### src/rtl/regfile_writeback_ctrl_if.sv
`default_nettype none
// ============================================================================
// Module      : regfile_writeback_ctrl_if
// Description : Producer-side handshakes (ALU, load path) and the
//               register-file write port of the writeback controller.
// Revision    : 1.0 - initial release
// ============================================================================
interface regfile_writeback_ctrl_if #(
    parameter int CW = 3
);
    logic          alu_valid;
    logic          alu_ready;
    logic [4:0]    alu_rd;
    logic [31:0]   alu_data;
    logic          ld_valid;
    logic          ld_ready;
    logic [4:0]    ld_rd;
    logic [31:0]   ld_data;
    logic [2:0]    ld_funct3;
    logic [1:0]    ld_addr_lo;
    logic          regWrite;
    logic [4:0]    writereg;
    logic [31:0]   writedata;
    logic [CW-1:0] wb_count;
    logic          wb_empty;

    // Producer / observer side
    modport master (
        output alu_valid, alu_rd, alu_data,
        output ld_valid, ld_rd, ld_data, ld_funct3, ld_addr_lo,
        input  alu_ready, ld_ready,
        input  regWrite, writereg, writedata, wb_count, wb_empty
    );

    // Writeback controller side
    modport slave (
        input  alu_valid, alu_rd, alu_data,
        input  ld_valid, ld_rd, ld_data, ld_funct3, ld_addr_lo,
        output alu_ready, ld_ready,
        output regWrite, writereg, writedata, wb_count, wb_empty
    );
endinterface
`default_nettype wire

### src/rtl/regfile_writeback_ctrl.sv
`default_nettype none
// ============================================================================
// Module      : regfile_writeback_ctrl
// Description : Merges ALU results and formatted load data into a small
//               pending-write FIFO that drives one register-file write per
//               cycle. Load path has priority; x0 results are dropped.
// Revision    : 1.0 - initial release
// ============================================================================
module regfile_writeback_ctrl #(
    parameter int DEPTH = 4,
    parameter int CW    = 3
) (
    input  wire                      clk,
    input  wire                      rst,
    regfile_writeback_ctrl_if.slave  bus
);
    localparam int PW = $clog2(DEPTH);

    logic [CW-1:0] count_q, count_d;
    logic [PW-1:0] wptr_q,  wptr_d;
    logic [PW-1:0] rptr_q,  rptr_d;
    logic          regwrite_q, regwrite_d;
    logic [4:0]    writereg_q, writereg_d;
    logic [31:0]   writedata_q, writedata_d;
    logic [4:0]    rd_mem_q   [DEPTH];
    logic [31:0]   data_mem_q [DEPTH];

    logic          full;
    logic          ld_fire, alu_fire;
    logic          enq, deq;
    logic [4:0]    enq_rd;
    logic [31:0]   enq_data;
    logic [7:0]    ld_byte;
    logic [15:0]   ld_half;
    logic [31:0]   ld_fmt;

    // Ready from registered occupancy only; load wins over ALU
    assign full          = (count_q == CW'(DEPTH));
    assign bus.ld_ready  = !full;
    assign bus.alu_ready = !full && !bus.ld_valid;
    assign ld_fire       = bus.ld_valid && !full;
    assign alu_fire      = bus.alu_valid && !full && !bus.ld_valid;
    assign deq           = (count_q != '0);

    // Byte/halfword extraction and sign/zero extension of the raw load word
    always_comb begin
        ld_byte = bus.ld_data[{bus.ld_addr_lo, 3'b000} +: 8];
        ld_half = bus.ld_addr_lo[1] ? bus.ld_data[31:16] : bus.ld_data[15:0];
        case (bus.ld_funct3)
            3'b000:  ld_fmt = {{24{ld_byte[7]}}, ld_byte};
            3'b001:  ld_fmt = {{16{ld_half[15]}}, ld_half};
            3'b100:  ld_fmt = {24'd0, ld_byte};
            3'b101:  ld_fmt = {16'd0, ld_half};
            default: ld_fmt = bus.ld_data;
        endcase
    end

    // Select the accepted result; x0 destinations are accepted but not queued
    always_comb begin
        enq      = 1'b0;
        enq_rd   = 5'd0;
        enq_data = 32'd0;
        if (ld_fire) begin
            enq      = (bus.ld_rd != 5'd0);
            enq_rd   = bus.ld_rd;
            enq_data = ld_fmt;
        end else if (alu_fire) begin
            enq      = (bus.alu_rd != 5'd0);
            enq_rd   = bus.alu_rd;
            enq_data = bus.alu_data;
        end
    end

    // Next-state: pop the head into the write port, advance pointers, track count
    always_comb begin
        count_d     = count_q;
        wptr_d      = wptr_q;
        rptr_d      = rptr_q;
        regwrite_d  = 1'b0;
        writereg_d  = writereg_q;
        writedata_d = writedata_q;
        if (deq) begin
            regwrite_d  = 1'b1;
            writereg_d  = rd_mem_q[rptr_q];
            writedata_d = data_mem_q[rptr_q];
            rptr_d      = rptr_q + 1'b1;
        end
        if (enq) begin
            wptr_d = wptr_q + 1'b1;
        end
        case ({enq, deq})
            2'b10:   count_d = count_q + 1'b1;
            2'b01:   count_d = count_q - 1'b1;
            default: count_d = count_q;
        endcase
    end

    // Control and write-port registers
    always_ff @(posedge clk or posedge rst) begin
        if (rst) begin
            count_q     <= '0;
            wptr_q      <= '0;
            rptr_q      <= '0;
            regwrite_q  <= 1'b0;
            writereg_q  <= 5'd0;
            writedata_q <= 32'd0;
        end else begin
            count_q     <= count_d;
            wptr_q      <= wptr_d;
            rptr_q      <= rptr_d;
            regwrite_q  <= regwrite_d;
            writereg_q  <= writereg_d;
            writedata_q <= writedata_d;
        end
    end

    // FIFO storage, written at the tail on enqueue
    always_ff @(posedge clk or posedge rst) begin
        if (rst) begin
            for (int i = 0; i < DEPTH; i++) begin
                rd_mem_q[i]   <= 5'd0;
                data_mem_q[i] <= 32'd0;
            end
        end else if (enq) begin
            rd_mem_q[wptr_q]   <= enq_rd;
            data_mem_q[wptr_q] <= enq_data;
        end
    end

    assign bus.regWrite  = regwrite_q;
    assign bus.writereg  = writereg_q;
    assign bus.writedata = writedata_q;
    assign bus.wb_count  = count_q;
    assign bus.wb_empty  = (count_q == '0) && !regwrite_q;

endmodule
`default_nettype wire
### src/flat_wrapper.sv
// flat-port wrapper written by rule: the top's interface ports become plain ports
module regfile_writeback_ctrl_flat 
#(
    parameter int DEPTH = 4,
    parameter int CW    = 3
)
  (clk, rst, bus_alu_valid, bus_alu_rd, bus_alu_data, bus_ld_valid, bus_ld_rd, bus_ld_data, bus_ld_funct3, bus_ld_addr_lo, bus_alu_ready, bus_ld_ready, bus_regWrite, bus_writereg, bus_writedata, bus_wb_count, bus_wb_empty);
  regfile_writeback_ctrl_if #(.CW(CW)) bus_i ();
  input  wire clk;
  input  wire rst;
  input wire logic [$bits(bus_i.alu_valid)-1:0] bus_alu_valid;
  input wire logic [$bits(bus_i.alu_rd)-1:0] bus_alu_rd;
  input wire logic [$bits(bus_i.alu_data)-1:0] bus_alu_data;
  input wire logic [$bits(bus_i.ld_valid)-1:0] bus_ld_valid;
  input wire logic [$bits(bus_i.ld_rd)-1:0] bus_ld_rd;
  input wire logic [$bits(bus_i.ld_data)-1:0] bus_ld_data;
  input wire logic [$bits(bus_i.ld_funct3)-1:0] bus_ld_funct3;
  input wire logic [$bits(bus_i.ld_addr_lo)-1:0] bus_ld_addr_lo;
  output wire logic [$bits(bus_i.alu_ready)-1:0] bus_alu_ready;
  output wire logic [$bits(bus_i.ld_ready)-1:0] bus_ld_ready;
  output wire logic [$bits(bus_i.regWrite)-1:0] bus_regWrite;
  output wire logic [$bits(bus_i.writereg)-1:0] bus_writereg;
  output wire logic [$bits(bus_i.writedata)-1:0] bus_writedata;
  output wire logic [$bits(bus_i.wb_count)-1:0] bus_wb_count;
  output wire logic [$bits(bus_i.wb_empty)-1:0] bus_wb_empty;
  assign bus_i.alu_valid = bus_alu_valid;
  assign bus_i.alu_rd = bus_alu_rd;
  assign bus_i.alu_data = bus_alu_data;
  assign bus_i.ld_valid = bus_ld_valid;
  assign bus_i.ld_rd = bus_ld_rd;
  assign bus_i.ld_data = bus_ld_data;
  assign bus_i.ld_funct3 = bus_ld_funct3;
  assign bus_i.ld_addr_lo = bus_ld_addr_lo;
  assign bus_alu_ready = bus_i.alu_ready;
  assign bus_ld_ready = bus_i.ld_ready;
  assign bus_regWrite = bus_i.regWrite;
  assign bus_writereg = bus_i.writereg;
  assign bus_writedata = bus_i.writedata;
  assign bus_wb_count = bus_i.wb_count;
  assign bus_wb_empty = bus_i.wb_empty;
  regfile_writeback_ctrl #(.DEPTH(DEPTH), .CW(CW)) u_core (.clk(clk), .rst(rst), .bus(bus_i));
endmodule
### config.mk
export PLATFORM = sky130hd
export DESIGN_NAME = regfile_writeback_ctrl_flat
export DESIGN_NICKNAME = d
export VERILOG_FILES = /design/src/rtl/regfile_writeback_ctrl_if.sv /design/src/rtl/regfile_writeback_ctrl.sv /design/src/flat_wrapper.sv
export SDC_FILE = /design/constraint.sdc
export NUM_CORES = 1
export LEC_CHECK = 0
export CAP_MARGIN = 10
export CORE_ASPECT_RATIO = 1.5
export CORE_MARGIN = 8
export CORE_UTILIZATION = 45
export CTS_BUF_LIST = sky130_fd_sc_hd__clkbuf_16
export CTS_CLUSTER_DIAMETER = 100
export CTS_CLUSTER_SIZE = 16
export DETAILED_ROUTE_END_ITERATION = 12
export GPL_TIMING_DRIVEN = 0
export PLACE_DENSITY = 0.65
export SYNTH_ARGS = -nofsm -noshare
export SYNTH_HDL_FRONTEND = slang
export SYNTH_SLANG_ARGS = --single-unit
### constraint.sdc
create_clock -name clk -period 6.5 [get_ports clk]
set_input_delay 0.65 -clock clk [delete_from_list [all_inputs] [get_ports clk]]
set_output_delay 0.65 -clock clk [all_outputs]
set_load 0.02 [all_outputs]
Word-level counts from Yosys, hierarchy flattened
Index checks and enable logic that the tools add are counted.
- register bits: 193
- word-level logic and storage cells: 67
- output and inout port bits: 44
- shift operators: 1
- multiplexer cells: 22
- equal/unequal tests: 6
- add/sub/neg operators: 4
- reduce and logical (&&, ||, !) cells: 15
- bitwise operators: 2
- order comparisons: 3
- operators with widths (operator ; number):
    32-bit two-way mux ; 5
    128-bit bitwise mux ; 1
    32-bit one-hot mux with 4 select lines ; 1
    32-bit binary-select mux with 2-bit select ; 1
    32-bit demux with 2-bit select ; 1
    32-bit by 6-bit indexed part select with 8-bit output ; 1
    5-bit two-way mux ; 5
    20-bit bitwise mux ; 1
    16-bit two-way mux ; 1
    5-bit binary-select mux with 2-bit select ; 1
    5-bit demux with 2-bit select ; 1
    5-bit nonzero test ; 2
    3-bit == test, second input constant ; 3
    3-bit greater-or-equal comparator, second input constant ; 2
    1-bit logical AND ; 6
    3-bit zero test ; 2
    2-bit inverter with 3-bit output ; 2
    3-bit one-hot mux with 2 select lines ; 1
    2-bit by 1-bit adder with 2-bit output, second input constant ; 2
    3-bit by 1-bit adder with 3-bit output, second input constant ; 1
    3-bit by 1-bit == test with 1-bit output, second input constant ; 1
    1-bit zero test ; 3
    3-bit by 1-bit < comparator with 1-bit output, second input constant ; 1
    1-bit two-way mux ; 3
    other kinds (5) ; 5

Depth between registers and ports, before layout
- word-level depth: 8
- mapped depth: 10
- mapped depth without buffers: 9

Worst setup path after synthesis
Ideal clock, no wire load.
- kind: input port to flip-flop
- from: input port bus_ld_rd[0]
- to: register u_core.count_q[2], in the netlist u_core.bus.wb_count[2]
- stages: 9
- data required time: 6.420 ns
- buffers on the path: 0
- arrival: 2.651 ns
- path slack: 3.770 ns
- library setup time: 0.080 ns
- cells stage by stage: nor4_4 -> a211o_4 -> and2_0 -> ha_1 -> inv_1 -> fa_1 -> xor2_1 -> nor2_1 -> xor2_1
- cells in the longest elaborated chain, start to end: 4
- elaborated cells between the ends (all ways): 6
- classes of those cells: eq/ne (2); mux (2); reduce/logical (2)
- RTL lines (item ; RTL line ; text):
    from (decl) ; flat_wrapper.sv:15 ; input wire logic [$bits(bus_i.ld_rd)-1:0] bus_ld_rd;
    5-bit nonzero test (*) ; regfile_writeback_ctrl.sv:64 ; enq = (bus.ld_rd != 5'd0);
    1-bit two-way mux (*) ; regfile_writeback_ctrl.sv:63 ; if (ld_fire) begin
    2-bit by 1-bit == test with 1-bit output / 2-bit == test (equally long branches) ; regfile_writeback_ctrl.sv:91 ; case ({enq, deq})
    3-bit one-hot mux with 2 select lines / 2-bit nonzero test (equally long branches) ; - ;
    to (signal assigned) ; regfile_writeback_ctrl.sv:108 ; count_q <= count_d;
    to (decl) ; regfile_writeback_ctrl.sv:19 ; logic [CW-1:0] count_q, count_d;
Mark *: on every way between the ends. The rest lies on a longest branch, timed or not.
A chain may end at the register's enable or synchronous reset.

Final worst setup path
- from: register u_core.count_q[0], in the netlist u_core.bus.wb_count[0]
- to: output port bus_wb_empty
- cells in the longest elaborated chain, start to end: 2
- RTL lines (item ; RTL line ; text):
    3-bit zero test ; regfile_writeback_ctrl.sv:134 ; assign bus.wb_empty = (count_q == '0) && !regwrite_q;
    1-bit logical AND ; regfile_writeback_ctrl.sv:134 ;
    to (decl) ; flat_wrapper.sv:25 ; output wire logic [$bits(bus_i.wb_empty)-1:0] bus_wb_empty;
Every way passes these cells.

==> impl_metrics.py <==
metrics = {
    "synth": {
        "netlist.top_cell.by_area": "sky130_fd_sc_hd__dfrtp_1",
        "syn-mean-instance-area_um2": 11.57,
        "synth.net_count": 932,
        "yosysSeqAreaShare_pct": 49.52,
        "netlist_top_cells_area": "sky130_fd_sc_hd__dfrtp_1 50%, sky130_fd_sc_hd__mux4_2 8.5%, sky130_fd_sc_hd__a31oi_1 6.2%",
        "postSynth.asyncResetShare_pct": 100.0,
        "synth.cell_area_um2": 9753,
        "postSynthCellCount": 843,
        "yosysWarningCount": 0,
        "ys_types": 52,
        "ys_seq_elements": 193,
        "netlist.area_leader.share_pct": 49.52,
        "synth_enable_flop_cells": 0,
        "yosys_most_used_dff": "sky130_fd_sc_hd__dfrtp_1",
    },
    "setup_path": {
        "worst-endpoint-required_ns": 5.85,
        "r2r-end": "u_core.bus.wb_count[2]",
        "critical_path_arrival_ns": 2.82,
        "endpoint": "bus_wb_empty",
        "worst_path_max_stage_delay_ns": 0.62,
        "setup.worst_path.start_class": "flip-flop",
        "crit_path_start": "u_core.bus.wb_count[0]",
        "setup.worst_path.end_class": "primary output",
        "setup.reg_to_reg.worst_slack_ns": 3.78,
        "path_buf_inv": 3,
        "slowest_stage": "sky130_fd_sc_hd__clkdlybuf4s50_1",
        "worstPathMaxFanout": 11,
        "cp.depth": 5,
        "r2r-start": "u_core.bus.wb_count[0]",
        "path_cells": "nor3_1 > inv_1 > clkbuf_1 > nor2_1 > clkdlybuf4s50_1",
        "r2r_cells": 9,
        "cp_top_family": "buffers and inverters",
        "setup.worst_path.class": "flip-flop to primary output",
    },
    "die": {
        "rows": 66,
        "floorplan.die.width_um": 136.2,
        "floorplan.die_area_um2": 26740,
        "design.core.area_um2": 21470,
        "pin_count": 127,
        "initial_utilization_pct": 45.43,
        "die_height_um": 196.3,
    },
    "global_routing": {
        "grt_use_met1_pct": 29.35,
        "antenna_violations_before_repair": 0,
        "gr-total-overflow": 0,
        "grt_util_all_layers_pct": 23.02,
        "global_route.peak_usage_layer": "met2",
        "gr-usage-met2_pct": 37.13,
        "grt_first_pass_wirelength_mm": 46.60,
        "use_met3_pct": 4.685,
        "grt_pass1_vias": 8040,
        "maximum_number_of_pins_on_one_net_before_global_route_repair": 122,
    },
    "timing": {
        "final_period_minus_worst_setup_slack_ns": 3.475,
        "max_freq_mhz": 287.8,
        "timing_max_transition_violations_final": 0,
        "grt_setup_unrepaired": "no",
        "fin_worst_hold_slack_ns": 0.4646,
        "final.setup_skew_ns": 0.009725,
        "post_route_fraction_of_the_period_consumed_by_the_critical_path_pct": 53.45,
        "finalHoldViolations": 0,
        "setup-violations-final": 0,
        "max_slew.worst_pin.slew_ns": 1.171,
        "slew_headroom_pct": 21.96,
    },
    "final_layout": {
        "final_nets": 1077,
        "ff_latch_area_um2": 4830,
        "insertedDiodeCount": 0,
        "post-route-util_pct": 55.74,
        "share_of_post_route_cells_with_drive_strength_above_1_pct": 18.42,
        "multi_input_comb_area_um2": 4482,
        "postLayoutCellArea_um2": 11970,
        "flow.area_growth_from_synthesis_pct": 22.71,
        "fillerInstances": 1933,
        "layoutNonFillerInstCount": 1271,
    },
    "routing": {
        "dr.first_iter.drc_count": 701,
        "drtPass1Iterations": 5,
        "antenna_violating_nets_post_route": 0,
        "vias_per_cell": 6.046,
        "postRouteWirelength_mm": 30.00,
        "vias": 7685,
        "drt_drc_violations_left": 0,
        "drt-wirelength-per-cell_um": 23.61,
    },
    "power": {
        "p_seq_share_pct": 35.2,
        "switchingPower_mw": 2.259,
        "clock_power_share_pct": 17.8,
        "power_density_nw_per_um2": 505.5,
        "irDropWorstVdd_uv": 274.9,
        "leakagePower_nw": 4.871,
        "switching_share_pct": 37.34,
        "intPower_mw": 3.791,
        "power.total_mw": 6.049,
        "combPwrFrac_pct": 47.0,
    },
    "placed_design": {
        "placed_area_um2": 11380,
        "inst_count_dp": 1241,
        "dp_hpwl_mm": 21.69,
        "gp_routability_congestion": 0.9115,
        "port_buffers": 125,
    },
    "clock_network": {
        "clk_slew_on_worst_s_h_paths_ns": 0.07,
        "cts.repair_timing.setup_buffer_count": 0,
        "cts_inserted_buffers": 17,
        "postCtsResizedCells": 0,
        "clk_root_buf": "sky130_fd_sc_hd__clkbuf_16",
        "clock_insertion_delay_worst_skew_ns": 0.45,
        "htree_levels": 4,
        "cts_hold_buf": 0,
        "clock_sinks": 193,
        "cts_tree": "done",
        "cts_max_path_buffers": 2,
    },
    "status": {
        "run_status": "complete, no violations",
    },
    "worst_hold_path": {
        "hp-class": "flip-flop to flip-flop",
        "min_from": "u_core.bus.writedata[24]",
    },
    "job": {
        "max-cap-violations": 0,
    },
}
cell usage after synthesis, types with 7 or more instances:
library cell	n
sky130_fd_sc_hd__o221ai_2	7
sky130_fd_sc_hd__and2_1	16
sky130_fd_sc_hd__a31oi_1	96
sky130_fd_sc_hd__mux2_2	44
sky130_fd_sc_hd__inv_1	17
sky130_fd_sc_hd__o31ai_1	22
sky130_fd_sc_hd__buf_2	11
sky130_fd_sc_hd__dfrtp_1	193
sky130_fd_sc_hd__nand3_1	7
sky130_fd_sc_hd__a21o_1	7
sky130_fd_sc_hd__nor3_1	99
sky130_fd_sc_hd__buf_6	14
sky130_fd_sc_hd__mux4_2	37
sky130_fd_sc_hd__nand2_1	138
sky130_fd_sc_hd__mux2_4	16
sky130_fd_sc_hd__clkbuf_1	36
layer usage:
metal / part of all wire [%] / vias up
met3: 6.6 / 56
met2: 50 / 289
met1: 40 / 3897
met4: 3.3 / 0
li1: - / 3443
met5: 0 / -
state kept, by name (all words and copies together), names as in the netlist:
register / flops
u_core.data_mem_q: 128
u_core.rd_mem_q: 20
u_core.bus.writereg: 5
u_core.rptr_q: 2
u_core.bus.wb_count: 3
u_core.wptr_q: 2
u_core.bus.writedata: 32
u_core.bus.regWrite: 1
worst reg2reg max path: stages, from the launching register on:
cell and delay [ns]:
sky130_fd_sc_hd__dfrtp_1 0.48, sky130_fd_sc_hd__nor3_1 0.16, sky130_fd_sc_hd__inv_1 0.17, sky130_fd_sc_hd__clkbuf_1 0.65, sky130_fd_sc_hd__ha_1 0.32, sky130_fd_sc_hd__inv_1 0.07
sky130_fd_sc_hd__fa_1 0.38, sky130_fd_sc_hd__xor2_1 0.16, sky130_fd_sc_hd__nor2_1 0.11, sky130_fd_sc_hd__xor2_1 0.15
worst min-delay path by stage:
| stage | to | slack (ns) | depth (start not counted) |
|---|---|---|---|
| after floorplan | u_core.data_mem_q[32] | 0.48 | 1 |
| after global placement | u_core.bus.writedata[18] | 0.45 | 2 |
| after detailed placement | u_core.bus.writedata[24] | 0.45 | 2 |
| after CTS | u_core.bus.writedata[24] | 0.47 | 2 |
| after global routing | u_core.bus.writedata[23] | 0.49 | 2 |
| final | u_core.bus.writedata[24] | 0.46 | 2 |
cell families after synthesis:
family / count (synthesis) / synth area share (%)
and+or+nand+nor: 281 / 13.78
xor gates and xnor gates: 6 / 0.5388
AOI/OAI and AO/OA: 172 / 14.29
DFF: 193 / 49.52
buffers and inverters: 84 / 4.528
muxes: 101 / 16.50
adders and majority gates: 6 / 0.8467
stage by stage:
stage | TNS, ns | worst slack, ns
after global placement | -392.17 | -2.053
final | 0 | 3.026
after floorplan | 0 | 0.5945
after global routing | 0 | 2.945
after CTS | 0 | 2.967
after detailed placement | 0 | 2.977
cells in the final DEF, fill, tap and decap left out, types with 7 or more instances in the layout:
| master | count |
|---|---|
| sky130_fd_sc_hd__mux2_2 | 44 |
| sky130_fd_sc_hd__mux4_2 | 37 |
| sky130_fd_sc_hd__clkbuf_16 | 17 |
| sky130_fd_sc_hd__clkdlybuf4s50_1 | 125 |
| sky130_fd_sc_hd__nand2_1 | 138 |
| sky130_fd_sc_hd__clkbuf_1 | 36 |
| sky130_fd_sc_hd__mux2_4 | 16 |
| sky130_fd_sc_hd__buf_2 | 11 |
| sky130_fd_sc_hd__inv_1 | 16 |
| sky130_fd_sc_hd__o221ai_2 | 7 |
| sky130_fd_sc_hd__buf_6 | 14 |
| sky130_fd_sc_hd__nor3_1 | 99 |
| sky130_fd_sc_hd__and2_1 | 16 |
| sky130_fd_sc_hd__a21o_1 | 7 |
| sky130_fd_sc_hd__nand3_1 | 7 |
| sky130_fd_sc_hd__dfrtp_1 | 193 |
| sky130_fd_sc_hd__a31oi_1 | 96 |
| sky130_fd_sc_hd__o31ai_1 | 22 |
area by class of cell:
class / count / area share, %
clock buffer: 17 / 3.555
clock inverter: 13 / 1.359
multi-input combinational: 566 / 37.45
buffer: 66 / 3.126
timing repair buffer: 126 / 10.68
sequential: 193 / 40.36
inverter: 18 / 0.6273
tap: 272 / 2.844
power groups by stage:
stage / clock, mW / sequential (mW) / combinational [mW]
final: 1.08 / 2.13 / 2.84
after global routing: 1.14 / 2.19 / 3.08
after CTS: 1.08 / 2.13 / 2.87
after detailed placement: 0 / 2.15 / 2.86
after global placement: 0 / 2.12 / 2.80
after floorplan: 0 / 2.21 / 1.85
Power figures use the tool's default switching activity.
